<file path="src/rtl/life_pkg.sv">
// rtl/life_pkg.sv - shared board geometry and reader state encoding for the life engine
package life_pkg;

  localparam int LIFE_ROWS = 16;
  localparam int LIFE_COLS = 16;

  typedef logic [LIFE_ROWS*LIFE_COLS-1:0] life_board_t;
  typedef logic [LIFE_COLS-1:0]           life_row_t;

  typedef enum logic [1:0] {
    IDLE = 2'd0,
    SEND = 2'd1,
    DONE = 2'd2
  } reader_state_t;

endpackage

</file>
<file path="src/rtl/life_frame_reader.sv">
// rtl/life_frame_reader.sv - snapshots the engine board and streams it out one row per transfer
module life_frame_reader
  import life_pkg::*;
#(
  parameter int ROWS  = LIFE_ROWS,
  parameter int COLS  = LIFE_COLS,
  parameter int ROW_W = $clog2(ROWS)
) (
  input  logic                 clk,
  input  logic                 reset,
  input  logic [ROWS*COLS-1:0] board,
  input  logic                 snap,
  output logic                 busy,
  output logic                 row_valid,
  input  logic                 row_ready,
  output logic [COLS-1:0]      row_data,
  output logic [ROW_W-1:0]     row_idx,
  output logic                 row_last,
  output logic                 frame_done,
  output logic                 snap_dropped
);

  localparam logic [1:0] S_IDLE = IDLE;
  localparam logic [1:0] S_SEND = SEND;
  localparam logic [1:0] S_DONE = DONE;
  localparam logic [ROW_W-1:0] LAST_ROW = ROW_W'(ROWS - 1);

  logic [1:0]           state;
  logic [ROWS*COLS-1:0] shadow;

  // The shadow copy lets the engine keep evolving while the frame drains.
  always_ff @(posedge clk or posedge reset) begin
    if (reset) begin
      state        <= S_IDLE;
      shadow       <= '0;
      row_idx      <= '0;
      snap_dropped <= 1'b0;
    end else begin
      snap_dropped <= snap && (state != S_IDLE);
      case (state)
        S_IDLE: begin
          if (snap) begin
            shadow  <= board;
            row_idx <= '0;
            state   <= S_SEND;
          end
        end
        S_SEND: begin
          if (row_ready) begin
            if (row_idx == LAST_ROW) state <= S_DONE;
            else                     row_idx <= row_idx + 1'b1;
          end
        end
        S_DONE: begin
          state   <= S_IDLE;
          row_idx <= '0;
        end
        default: state <= S_IDLE;
      endcase
    end
  end

  // Outputs decode straight from state so an async reset clears them immediately.
  always_comb begin
    busy       = (state == S_SEND) || (state == S_DONE);
    row_valid  = (state == S_SEND);
    frame_done = (state == S_DONE);
    row_last   = row_valid && (row_idx == LAST_ROW);
    row_data   = shadow[row_idx*COLS +: COLS];
  end

endmodule

</file>
<file path="config.mk">
export PLATFORM = sky130hd
export DESIGN_NAME = life_frame_reader
export DESIGN_NICKNAME = d
export VERILOG_FILES = /design/src/rtl/life_pkg.sv /design/src/rtl/life_frame_reader.sv
export SDC_FILE = /design/constraint.sdc
export NUM_CORES = 1
export LEC_CHECK = 0
export ABC_AREA = 1
export CAP_MARGIN = 20
export CORE_MARGIN = 1.5
export CORE_UTILIZATION = 37
export CTS_BUF_LIST = sky130_fd_sc_hd__clkbuf_16
export DETAILED_ROUTE_END_ITERATION = 8
export HOLD_SLACK_MARGIN = 0.03
export PLACE_DENSITY = 0.72
export SLEW_MARGIN = 0
export SYNTH_ARGS = -nofsm -noshare
export SYNTH_HDL_FRONTEND = slang
export SYNTH_SLANG_ARGS = --single-unit
</file>
<file path="constraint.sdc">
create_clock -name clk -period 10.4 [get_ports clk]
set_clock_uncertainty 0.1 [all_clocks]
set_input_delay 2.08 -clock clk [delete_from_list [all_inputs] [get_ports clk]]
set_output_delay 2.08 -clock clk [all_outputs]
set_load 0.1 [all_outputs]
</file>
* After elaboration in Yosys (flattened, before gate mapping) *
Index checks and enable logic that the tools add are counted.

storage, ports and cells
  word-level logic and storage cells = 30
  register bits = 263
  output and inout port bits = 25
  input port bits = 260

operators by class
  shift operators = 1
  mux-type cells = 8
  add/sub/neg operators = 1
  reduce and logical (&&, ||, !) cells = 9
  equal/unequal tests = 7

operators with widths
  cell                   count
  $shiftx A256 B9 Y16    1
  $mux W4                3
  $pmux W4 S3            1
  $mux W2                3
  $add A4 B1 Y4 const B  1
  $eq A4 B4 Y1 const B   1
  $ne A2 B1 Y1 const B   2
  $ne A2 B2 Y1 const B   2
  $pmux W2 S2            1
  $reduce_and A4 Y1      1
  $reduce_and A3 Y1      1
  $reduce_bool A3 Y1     1
  $eq A2 B1 Y1 const B   1
  $eq A2 B2 Y1 const B   1
  $logic_and A1 B1 Y1    2
  $logic_not A2 Y1       1
  $reduce_and A2 Y1      1
  $reduce_bool A2 Y1     1
  $logic_or A1 B1 Y1     1

* Longest topological paths before layout *
Gate-level depths: netlist of run 1.

  depth in word-level cells = 4
  gate-level depth with buffers = 9
  mapped depth without buffers = 9

* Worst setup path before layout of run 1 *
OpenSTA, ideal clock, no wires.

  path type = reg-to-output
  start point = reg state[1]
  end point = out row_last
  slack = 5.339 ns
  required time = 8.220 ns
  cell stages (with the launch flop) = 5
  arrival time = 2.881 ns
  path buffers = 0
  path through = dfrtp_1 -> inv_1 -> ha_1 -> inv_1 -> nor2_1

between the ends
  longest elaborated chain between the ends = 2

RTL lines
  item                    RTL line                 RTL
  start, declared         life_frame_reader.sv:28  logic [1:0] state;
  start signal, assigned  life_frame_reader.sv:34  state <= S_IDLE;
  start signal, assigned  life_frame_reader.sv:45  state <= S_SEND;
  start signal, assigned  life_frame_reader.sv:50  if (row_idx == LAST_ROW) state <= S_DONE;
  $eq A2 B1 Y1            life_frame_reader.sv:66  row_valid = (state == S_SEND);
  via row_valid           life_frame_reader.sv:14  output logic row_valid,
  $logic_and A1 B1 Y1     life_frame_reader.sv:68  row_last = row_valid && (row_idx == LAST_ROW);
  end, declared           life_frame_reader.sv:18  output logic row_last,

The timed path passes the listed nets, and every way through them passes these cells.

* Worst setup path after layout of run 1 *
  start point = reg row_idx[0]
  end point = out row_data[2]

between the ends
  longest elaborated chain between the ends = 1

RTL lines
  item                    RTL line                 RTL
  start, declared         life_frame_reader.sv:17  output logic [ROW_W-1:0] row_idx,
  start signal, assigned  life_frame_reader.sv:51  else row_idx <= row_idx + 1'b1;
  $shiftx A256 B9 Y16     life_frame_reader.sv:69  row_data = shadow[row_idx*COLS +: COLS];
  end, declared           life_frame_reader.sv:16  output logic [COLS-1:0] row_data,

No other way between the ends.

==> impl_metrics.json, run 1 <==
{
  "status": "finished clean",
  "cts-buffers-inserted": 29,
  "grt_pass1_wl_microns": 62400,
  "ys_ff_latch": 263,
  "dr.pass1.iters": 6,
  "antenna_found_initial": 6,
  "setup_violations": 0,
  "placed_area_sq_um": 15700,
  "timing.setup.tns_ns": 0,
  "critPathMaxFanout": 101,
  "cp-start-kind": "flip-flop",
  "synth_compound_area_share_pct": 6.37,
  "powerDensity_nw_per_um2": 308,
  "critPathCaptureType": "primary output",
  "synth.mux.area_fraction_pct": 9.86,
  "slew_headroom_pct": 27.8,
  "clk_latency_ns": 0.54,
  "root_buffer": "clkbuf_16",
  "syn_nets": 1784,
  "hold_path.class": "reg -> reg",
  "yosys.area.top_type": "dfrtp_1",
  "grt_use_total_pct": 22.8,
  "post-route-period-util_pct": 64.3,
  "final_util_pct": 49.4,
  "clk_path_buf_depth": 3,
  "leakagePower_uw": 0.00784,
  "htreeDepth": 1,
  "die_x_microns": 189,
  "fp.dieH_microns": 189,
  "yosys-top-cells-area": "dfrtp_1 51%, nand2_1 11%, mux2_1 8.8%",
  "yosys_warnings": 0,
  "cts_hold_buf": 0,
  "max_cap_viol_count": 0,
  "place_inst": 2166,
  "drv_slew": 0,
  "syn_inst": 1518,
  "grt_pass1_vias": 10900,
  "synthAdderAreaFrac_pct": 0.587,
  "path_clk_slew_ns": 0.06,
  "wirelength_microns": 40600,
  "ir_worst_vdd_uv": 196,
  "clock.fmax_ghz": 0.150,
  "hold_viol": 0,
  "cp.required_ns": 8.22,
  "yosysTopAreaCellShare_pct": 51.4,
  "areaGrowthSynthToFinish_pct": 30.5,
  "gp_congestion": 0.846,
  "grt-ovfl-total": 0,
  "arrival_ns": 4.51,
  "viasPerCell": 4.88,
  "synth_xor_xnor_area_share_pct": 0,
  "drt_iter0_markers": 914,
  "rsz0062_at_grt": "no",
  "antenna_left": 0,
  "instances_no_fill": 2224,
  "dpl.hpwl_microns": 29800,
  "cts_tree": "done",
  "yosysSeqAreaShare_pct": 51.4,
  "pre_cts_ws_ns": 4.31,
  "tightest_slew_ns": 1.08,
  "cts_setup_buffers": 0,
  "numPortBuffers": 284,
  "post-route-cell-area_sq_um": 16700,
  "via_count": 10900,
  "wire_per_inst_microns": 18.3,
  "boundaryPins": 285,
  "coreArea_sq_um": 33800,
  "clkSinkCount": 263,
  "syn_area_sq_um": 12800,
  "synth_top_family_by_area": "simple AND/OR/NAND/NOR gates",
  "yosys.area_share.simple_pct": 22.5,
  "crit_type": "reg -> out",
  "synth_cell_type_count": 21,
  "initial_core_util_pct": 37.9,
  "drive_gt1_share_pct": 3.84,
  "syn_area_per_cell_sq_um": 8.43,
  "drc": 0,
  "die_area_sq_um": 35700,
  "nets": 2016,
  "grt_max_degree": 120,
  "worst_slack_ns": 3.71,
  "rows": 67,
  "period_minus_slack_ns": 6.69,
  "cts_resized": 0
}
## report_power, final
| part | internal (uW) | switching, uW | total, uW | leakage (uW) |
|---|---|---|---|---|
| clock | 650 | 417 | 1070 | 0.000488 |
| sequential | 1520 | 266 | 1790 | 0.00297 |
| combinational | 733 | 1560 | 2290 | 0.00438 |
## layer usage
layer	vias to the layer above	share of wire, %	wire length, microns	track usage, %
li1	5221	-	-	-
met1	5180	44	17800	31.4
met2	371	46	18700	36.5
met3	80	6.1	2490	2.95
met4	2	4.0	1650	8.76
met5	-	0.022	9	0
## through the flow
| stage | hold WS (ns) | power (uW) |
|---|---|---|
| after floorplan | 0.364 | 3470 |
| after global placement | 0.373 | 4030 |
| after detailed placement | 0.381 | 4080 |
| after CTS | 0.394 | 5160 |
| after global routing | 0.403 | 5460 |
| final | 0.391 | 5140 |
## sequential cells by signal, indices dropped and copies added, names as in the netlist
name,cells
shadow,256
row_idx,4
state,2
snap_dropped,1
## logic make-up (layout without fill, tap and decap cells)
logic type / Yosys count / after routing
AND/OR/NAND/NOR: 724 / 724
flip-flops: 263 / 263
buffers and inverters: 250 / 503
AO/OA/AOI/OAI: 163 / 163
multiplexers: 112 / 112
adder cells (fa/ha/maj): 6 / 6
other: 0 / 5
## synth_stat cells
master and instances:
dfrtp_1 263, nand3_1 116, nand2_1 359, inv_1 155, clkinv_1 1, nand2_2 1, nor2_1 246, mux2_2 12
mux2_1 100, buf_1 4, buf_4 20, nor3_1 1, nor2_4 1, buf_6 17, inv_2 3, a21oi_1 144
clkbuf_1 11, ha_1 6, o21ai_1 8, buf_2 39, o21ai_0 11
## critical path: stages (launching register included)
cell             delay [ns]
dfrtp_4                1.08
inv_2                  0.53
buf_4                  0.44
nand2_1                0.14
nand3_1                0.08
nand3_1                0.19
nand2_1                0.15
nand2_1                0.09
clkdlybuf4s50_1        1.15
## placed cells by master, fill, tap and decap left out, types with 7 or more instances in the layout
cell	count
o21ai_0	11
inv_1	157
o21ai_1	8
clkdlybuf4s50_1	284
mux2_2	12
nor2_1	246
clkinv_1	10
buf_4	7
nand3_1	116
dfrtp_1	261
clkbuf_16	29
nand2_1	359
a21oi_1	144
mux2_1	100
## final timing paths
path / from / endpoint / slack (ns) / cells after the start
max: row_idx[0]$_DFFE_PP0P_ / row_data[2] / 3.71 / 8
min: shadow[77]$_DFFE_PP0P_ / shadow[77]$_DFFE_PP0P_ / 0.39 / 1
max reg2reg: row_idx[0]$_DFFE_PP0P_ / row_idx[3]$_DFFE_PP0P_ / 7.13 / 8
min reg2reg: shadow[77]$_DFFE_PP0P_ / shadow[77]$_DFFE_PP0P_ / 0.39 / 1
max in group asynchronous: reset / shadow[61]$_DFFE_PP0P_ / 6.76 / 3
min in group asynchronous: reset / shadow[164]$_DFFE_PP0P_ / 1.96 / 2
## cell type report
type	instances	area (sq um)
Clock inverter	23	253
Fill cell	3198	17100
Timing Repair Buffer	292	2920
Inverter	159	604
Clock buffer	29	726
Sequential cell	263	6590
Multi-Input combinational cell	1005	5040
Antenna cell	5	12.5
Tap cell	448	561
No activity file was read; power rests on OpenSTA's default activity.
==> run 2, diff against run 1 <==
==> constraint.sdc (replaced) <==
create_clock -name clk -period 6.4 [get_ports clk]
set_clock_uncertainty 0.1 [all_clocks]
set_input_delay 1.28 -clock clk [delete_from_list [all_inputs] [get_ports clk]]
set_output_delay 1.28 -clock clk [all_outputs]
set_load 0.1 [all_outputs]
==> impl_metrics.json, run 2 (same netlist as run 1, synthesis figures left out) <==
{
  "status": "finished clean",
  "coreArea_sq_um": 33800,
  "cts_setup_buffers": 0,
  "clk_path_buf_depth": 3,
  "critPathCapture": "row_last",
  "areaGrowthSynthToFinish_pct": 30.5,
  "antenna_found_initial": 3,
  "r2r_cells": 5,
  "path_clk_slew_ns": 0.06,
  "cts-buffers-inserted": 31,
  "gp_congestion": 0.854,
  "powerDensity_nw_per_um2": 497,
  "clk_latency_ns": 0.55,
  "grt_use_total_pct": 21.7,
  "cts_hold_buf": 0,
  "numPortBuffers": 284,
  "drc": 0,
  "die_area_sq_um": 35700,
  "cp.required_ns": 5.02,
  "slowest_delay_ns": 1.15,
  "setup_violations": 0,
  "root_buffer": "clkbuf_16",
  "max_cap_viol_count": 0,
  "arrival_ns": 3.49,
  "die_x_microns": 189,
  "critPathMaxFanout": 77,
  "hold_path.class": "reg -> reg",
  "cts_resized": 0,
  "post-route-period-util_pct": 76.1,
  "mostFrequentLayoutCells": "359 x nand2_1, 268 x clkdlybuf4s50_1, 261 x dfrtp_1, 246 x nor2_1, 159 x inv_1",
  "drv_slew": 0,
  "r2r_start": "state[0]$_DFFE_PP0P_",
  "rsz0062_at_grt": "no",
  "reg2reg_to": "shadow[67]$_DFFE_PP0P_",
  "layout_commonest_cell": "nand2_1",
  "crit_type": "reg -> out",
  "cp_slowest_cell": "clkdlybuf4s50_1",
  "cp-start-kind": "flip-flop",
  "critPathCaptureType": "primary output",
  "ir_worst_vdd_uv": 230,
  "drt_iter0_markers": 868,
  "antenna_left": 0,
  "grt_pass1_wl_microns": 60300,
  "wire_per_inst_microns": 17.4,
  "viasPerCell": 4.85,
  "largest-register": "shadow",
  "hold_viol": 0,
  "timing.setup.tns_ns": 0,
  "htreeDepth": 1,
  "wirelength_microns": 38800,
  "clock.fmax_ghz": 0.205,
  "dpl.hpwl_microns": 27800,
  "critPathMostFrequentCell": "nand2_1",
  "tightest_slew_ns": 1.02,
  "critPathLaunch": "row_idx[0]$_DFFE_PP0P_",
  "p_total_uw": 8300,
  "grt-ovfl-total": 0,
  "fp.dieH_microns": 189,
  "crit_chain": "buf_4 > ha_1 > nand2_1 > inv_1 > nand2_1 > nor2_1 > clkdlybuf4s50_1",
  "nets": 2019,
  "grt_max_degree": 144,
  "clkSinkCount": 263,
  "cts_tree": "done",
  "leakagePower_uw": 0.00787,
  "via_count": 10800,
  "rows": 67,
  "grt_pass1_vias": 10900,
  "dr.pass1.iters": 6,
  "reg_top3": "shadow: 256 flops, row_idx: 4 flops, state: 2 flops",
  "slew_headroom_pct": 32.0,
  "drive_gt1_share_pct": 5.01,
  "initial_core_util_pct": 37.9,
  "boundaryPins": 285,
  "worst-r2r-setup-slack_ns": 3.66,
  "largest_reg_flops": 256,
  "period_minus_slack_ns": 4.87
}
==> run 2: layout make-up <==
| class | instances | area (sq um) |
|---|---|---|
| Inverter | 159 | 601 |
| Fill cell | 3183 | 17100 |
| Multi-Input combinational cell | 1005 | 5040 |
| Tap cell | 448 | 561 |
| Timing Repair Buffer | 293 | 2930 |
| Clock inverter | 24 | 198 |
| Antenna cell | 4 | 10.0 |
| Clock buffer | 31 | 776 |
| Sequential cell | 263 | 6590 |
==> run 2: per-layer routing <==
metal,wire length [microns],global-route usage (%)
met1,17200,29.7
met2,18000,35.4
met3,2180,2.89
met4,1340,7.39
met5,0,0
==> run 2: how the worst min path moves through the flow <==
stage | to | from | depth (start not counted) | slack (ns)
after floorplan | shadow[120]$_DFFE_PP0P_ | shadow[120]$_DFFE_PP0P_ | 1 | 0.36
after CTS | shadow[218]$_DFFE_PP0P_ | shadow[218]$_DFFE_PP0P_ | 1 | 0.39
after detailed placement | shadow[218]$_DFFE_PP0P_ | shadow[218]$_DFFE_PP0P_ | 1 | 0.38
after global routing | shadow[249]$_DFFE_PP0P_ | shadow[249]$_DFFE_PP0P_ | 1 | 0.40
final | shadow[79]$_DFFE_PP0P_ | shadow[79]$_DFFE_PP0P_ | 1 | 0.39
after global placement | shadow[76]$_DFFE_PP0P_ | shadow[76]$_DFFE_PP0P_ | 1 | 0.37
==> run 2: stage by stage <==
stage	cell area [sq um]	std cells	util (%)	hold slack [ns]	setup slack, ns
after floorplan	12800	1518	-	0.364	1.55
after global placement	15700	2167	46.4	0.374	2.01
after detailed placement	15700	2167	46.4	0.381	2.07
after CTS	16700	2222	49.3	0.393	1.48
after global routing	16700	2224	49.4	0.400	1.35
final	16700	2227	49.4	0.391	1.53
==> run 2: where the power goes <==
group	internal, uW	switching, uW
sequential	2470	363
combinational	1180	2580
clock	995	701
==> run 2: worst max-delay path: cells and delay by family, from the launching register on <==
family	cells	cell delay (ns)
AND/OR/NAND/NOR	3	0.30
flip-flops	1	0.51
adder cells (fa/ha/maj)	1	0.29
buffers and inverters	3	1.83
==> patch: new RTL, settings of run 1 <==
Change the package constant `LIFE_ROWS` from 16 to 32.
--- a/src/rtl/life_pkg.sv
+++ b/src/rtl/life_pkg.sv
@@ -1,7 +1,7 @@
 // rtl/life_pkg.sv - shared board geometry and reader state encoding for the life engine
 package life_pkg;
 
-  localparam int LIFE_ROWS = 16;
+  localparam int LIFE_ROWS = 32;
   localparam int LIFE_COLS = 16;
 
   typedef logic [LIFE_ROWS*LIFE_COLS-1:0] life_board_t;
Interface: changed (resized board and row_idx); port bits go from 285 to 542. No check against the original RTL was run, so the function may have changed too.
==> patch against run 1 <==
Via count is 74% higher. First-iteration DRC count is 59% higher. Sequential cell count is 257 higher. Cell count is 66% higher. Design area is 92% higher. Global-route usage is 1.5 points higher. Register-to-register slack worse by 0.24 ns. Area after synthesis is 92% higher. Critical endpoint is now row_data[11]. Worst setup slack worse by 0.80 ns. Power is 97% higher. Wire length is 110% higher. Count of clock-buffer cells in the layout is 30 higher. Largest cell class unchanged.
==> patch: results (changes against run 1) <==
| Metric | Value |
|---|---|
| Synth cell types | 22 (+4.8%) |
| Async S/R FF share, synth | 1.00 (unchanged) |
| Root Driver | clkbuf_16 |
| Nets | 3,295 (+63%) |
| Max VDD drop | 0.000428 V (+120%) |
| Max-slew violation count | 0 (unchanged) |
| Worst-path fanout max | 64 (-37%) |
| Final wirelength | 84,000 µm (+110%) |
| Reg-to-reg setup timing slack | 6.89 ns (-0.24 ns) |
| Htree depth | 2 (+1) |
| Max clock buf depth | 3 (unchanged) |
| Worst EP arrival | 5.31 ns (+0.80 ns) |
| Vias | 18,900 (+74%) |
| Max_slew headroom | 0.251 (-0.0277) |
| Clock transition at the registers of the reported paths | 0.06 ns (about the same) |
| Biggest regs | shadow (512), row_idx (5), state (2) |
| First-pass DRT Iterations | 5 (-1) |
| CTS Buf Count | 58 (+100%) |
| Starting DRT DRC Count | 1,457 (+59%) |
| Top_reg_cell synth | dfrtp_1 |
| Initial antenna violation count | 18 (+12) |
| Path type of the worst min-delay path | reg -> reg |
| CP max-delay cell | clkdlybuf4s50_1 |
| Clk_lat worst skew | 0.61 ns (+0.07 ns) |
| Yosys synthesis warning count | 0 (unchanged) |
| First-pass GRT wire length | 121,000 µm (+95%) |
| GRT Total Usage | 0.242 (+0.0147) |
| Worst setup path end | row_data[11] |
| Net Sw Frac | 0.417 (-0.0179) |
| Gp weighted congestion | 0.834 (-1.4%) |
| CTS resizes | 0 (unchanged) |
| Post-CTS Setup Inserts | 0 (unchanged) |
| FF-to-FF path depth | 8 (unchanged) |
| Leak Pwr | 14.0 nW (+79%) |
| Worst R2R Start | row_idx[3] |
| Status | complete, no violations |
| Synth cell count leaders | nand2_1, dfrtp_1, mux2_2 |
| Crit path from | row_idx[2] |
| Sequential share of the synthesized area | 0.530 (+0.0155) |
| Largest net degree at the start of global routing | 169 (+41%) |
| Synthesized Nets | 2,838 (+59%) |
| Layout cells sized above 1 | 0.220 (+0.182) |
| R2r endpoint | row_idx[1] |
| Synth top area cells | dfrtp_1, mux2_2, nand2_1 |
| Setup TNS | 0 ns (unchanged) |
| Post-synth EDFFs | 0 (unchanged) |
| I/O Buffers | 541 (+90%) |
| DP HPWL | 59,500 µm (+99%) |
| CP max stage delay | 1.17 ns (+0.02 ns) |
patch: cell types whose count changed after synthesis, sizes merged, moves of 2 or more:
cell and change:
nor2 -227, o21ai -12, inv -147, mux2 +400, nand4 +2, nand2 +321
dfrtp +257, a21oi -61, nand3b +16, buf +71, nand3 +175
patch: per-layer routing:
layer | part of all wire | global-route usage
met2 | 0.46 | 0.372
met3 | 0.071 | 0.0557
met1 | 0.43 | 0.324
met4 | 0.041 | 0.113
met5 | 0.00093 | 0
patch: worst min-delay path by stage:
stage                      from     endpoint  slack, ns  depth (start not counted)
floorplan           shadow[240]  shadow[240]       0.38                          1
global placement    shadow[352]  shadow[352]       0.39                          1
detailed placement  shadow[338]  shadow[338]       0.39                          1
CTS                   shadow[4]    shadow[4]       0.41                          1
global route        shadow[473]  shadow[473]       0.41                          1
finish              shadow[511]  shadow[511]       0.40                          1
patch: cell type report:
type	instances	area (µm²)
multi-input cells	1620	10600
flip-flops and latches	520	13000
well taps	864	1080
inverters	13	60.1
fillers	5919	33600
diodes	13	32.5
clock inverters	47	251
clock buffers	59	1480
repair buffers	559	5630
patch: logic make-up (layout without fill, tap and decap cells):
family	count (synthesis)	in the layout	synth area share
simple gates	1011	1011	0.173
fa+ha+maj	7	7	0.00357
compound gates	90	90	0.0183
flops	520	520	0.530
buf+inv	175	678	0.0409
other cells	0	13	0
mux	512	512	0.235
patch: through the flow:
step                worst slack (ns)  instances  cell area [µm²]
floorplan                       1.16       2315            24600
global placement                3.54       3575            30300
detailed placement              3.55       3575            30300
CTS                             2.88       3681            32100
global route                    2.74       3692            32100
finish                          2.91       3695            32100
patch: power by group through the flow:
stage               logic (W)  registers, W  clock network (W)
floorplan             0.00333       0.00350                  0
global placement      0.00450       0.00369                  0
detailed placement    0.00455       0.00372                  0
CTS                   0.00458       0.00369            0.00194
global route          0.00490       0.00382            0.00202
finish                0.00454       0.00370            0.00190
patch: worst max-delay path, delay by kind of cell (launching register included):
family	cells	cell delay, ns
buffers and inverters	3	2.45
DFF	1	0.99
and+or+nand+nor	4	0.83
AOI/OAI and AO/OA	1	0.26
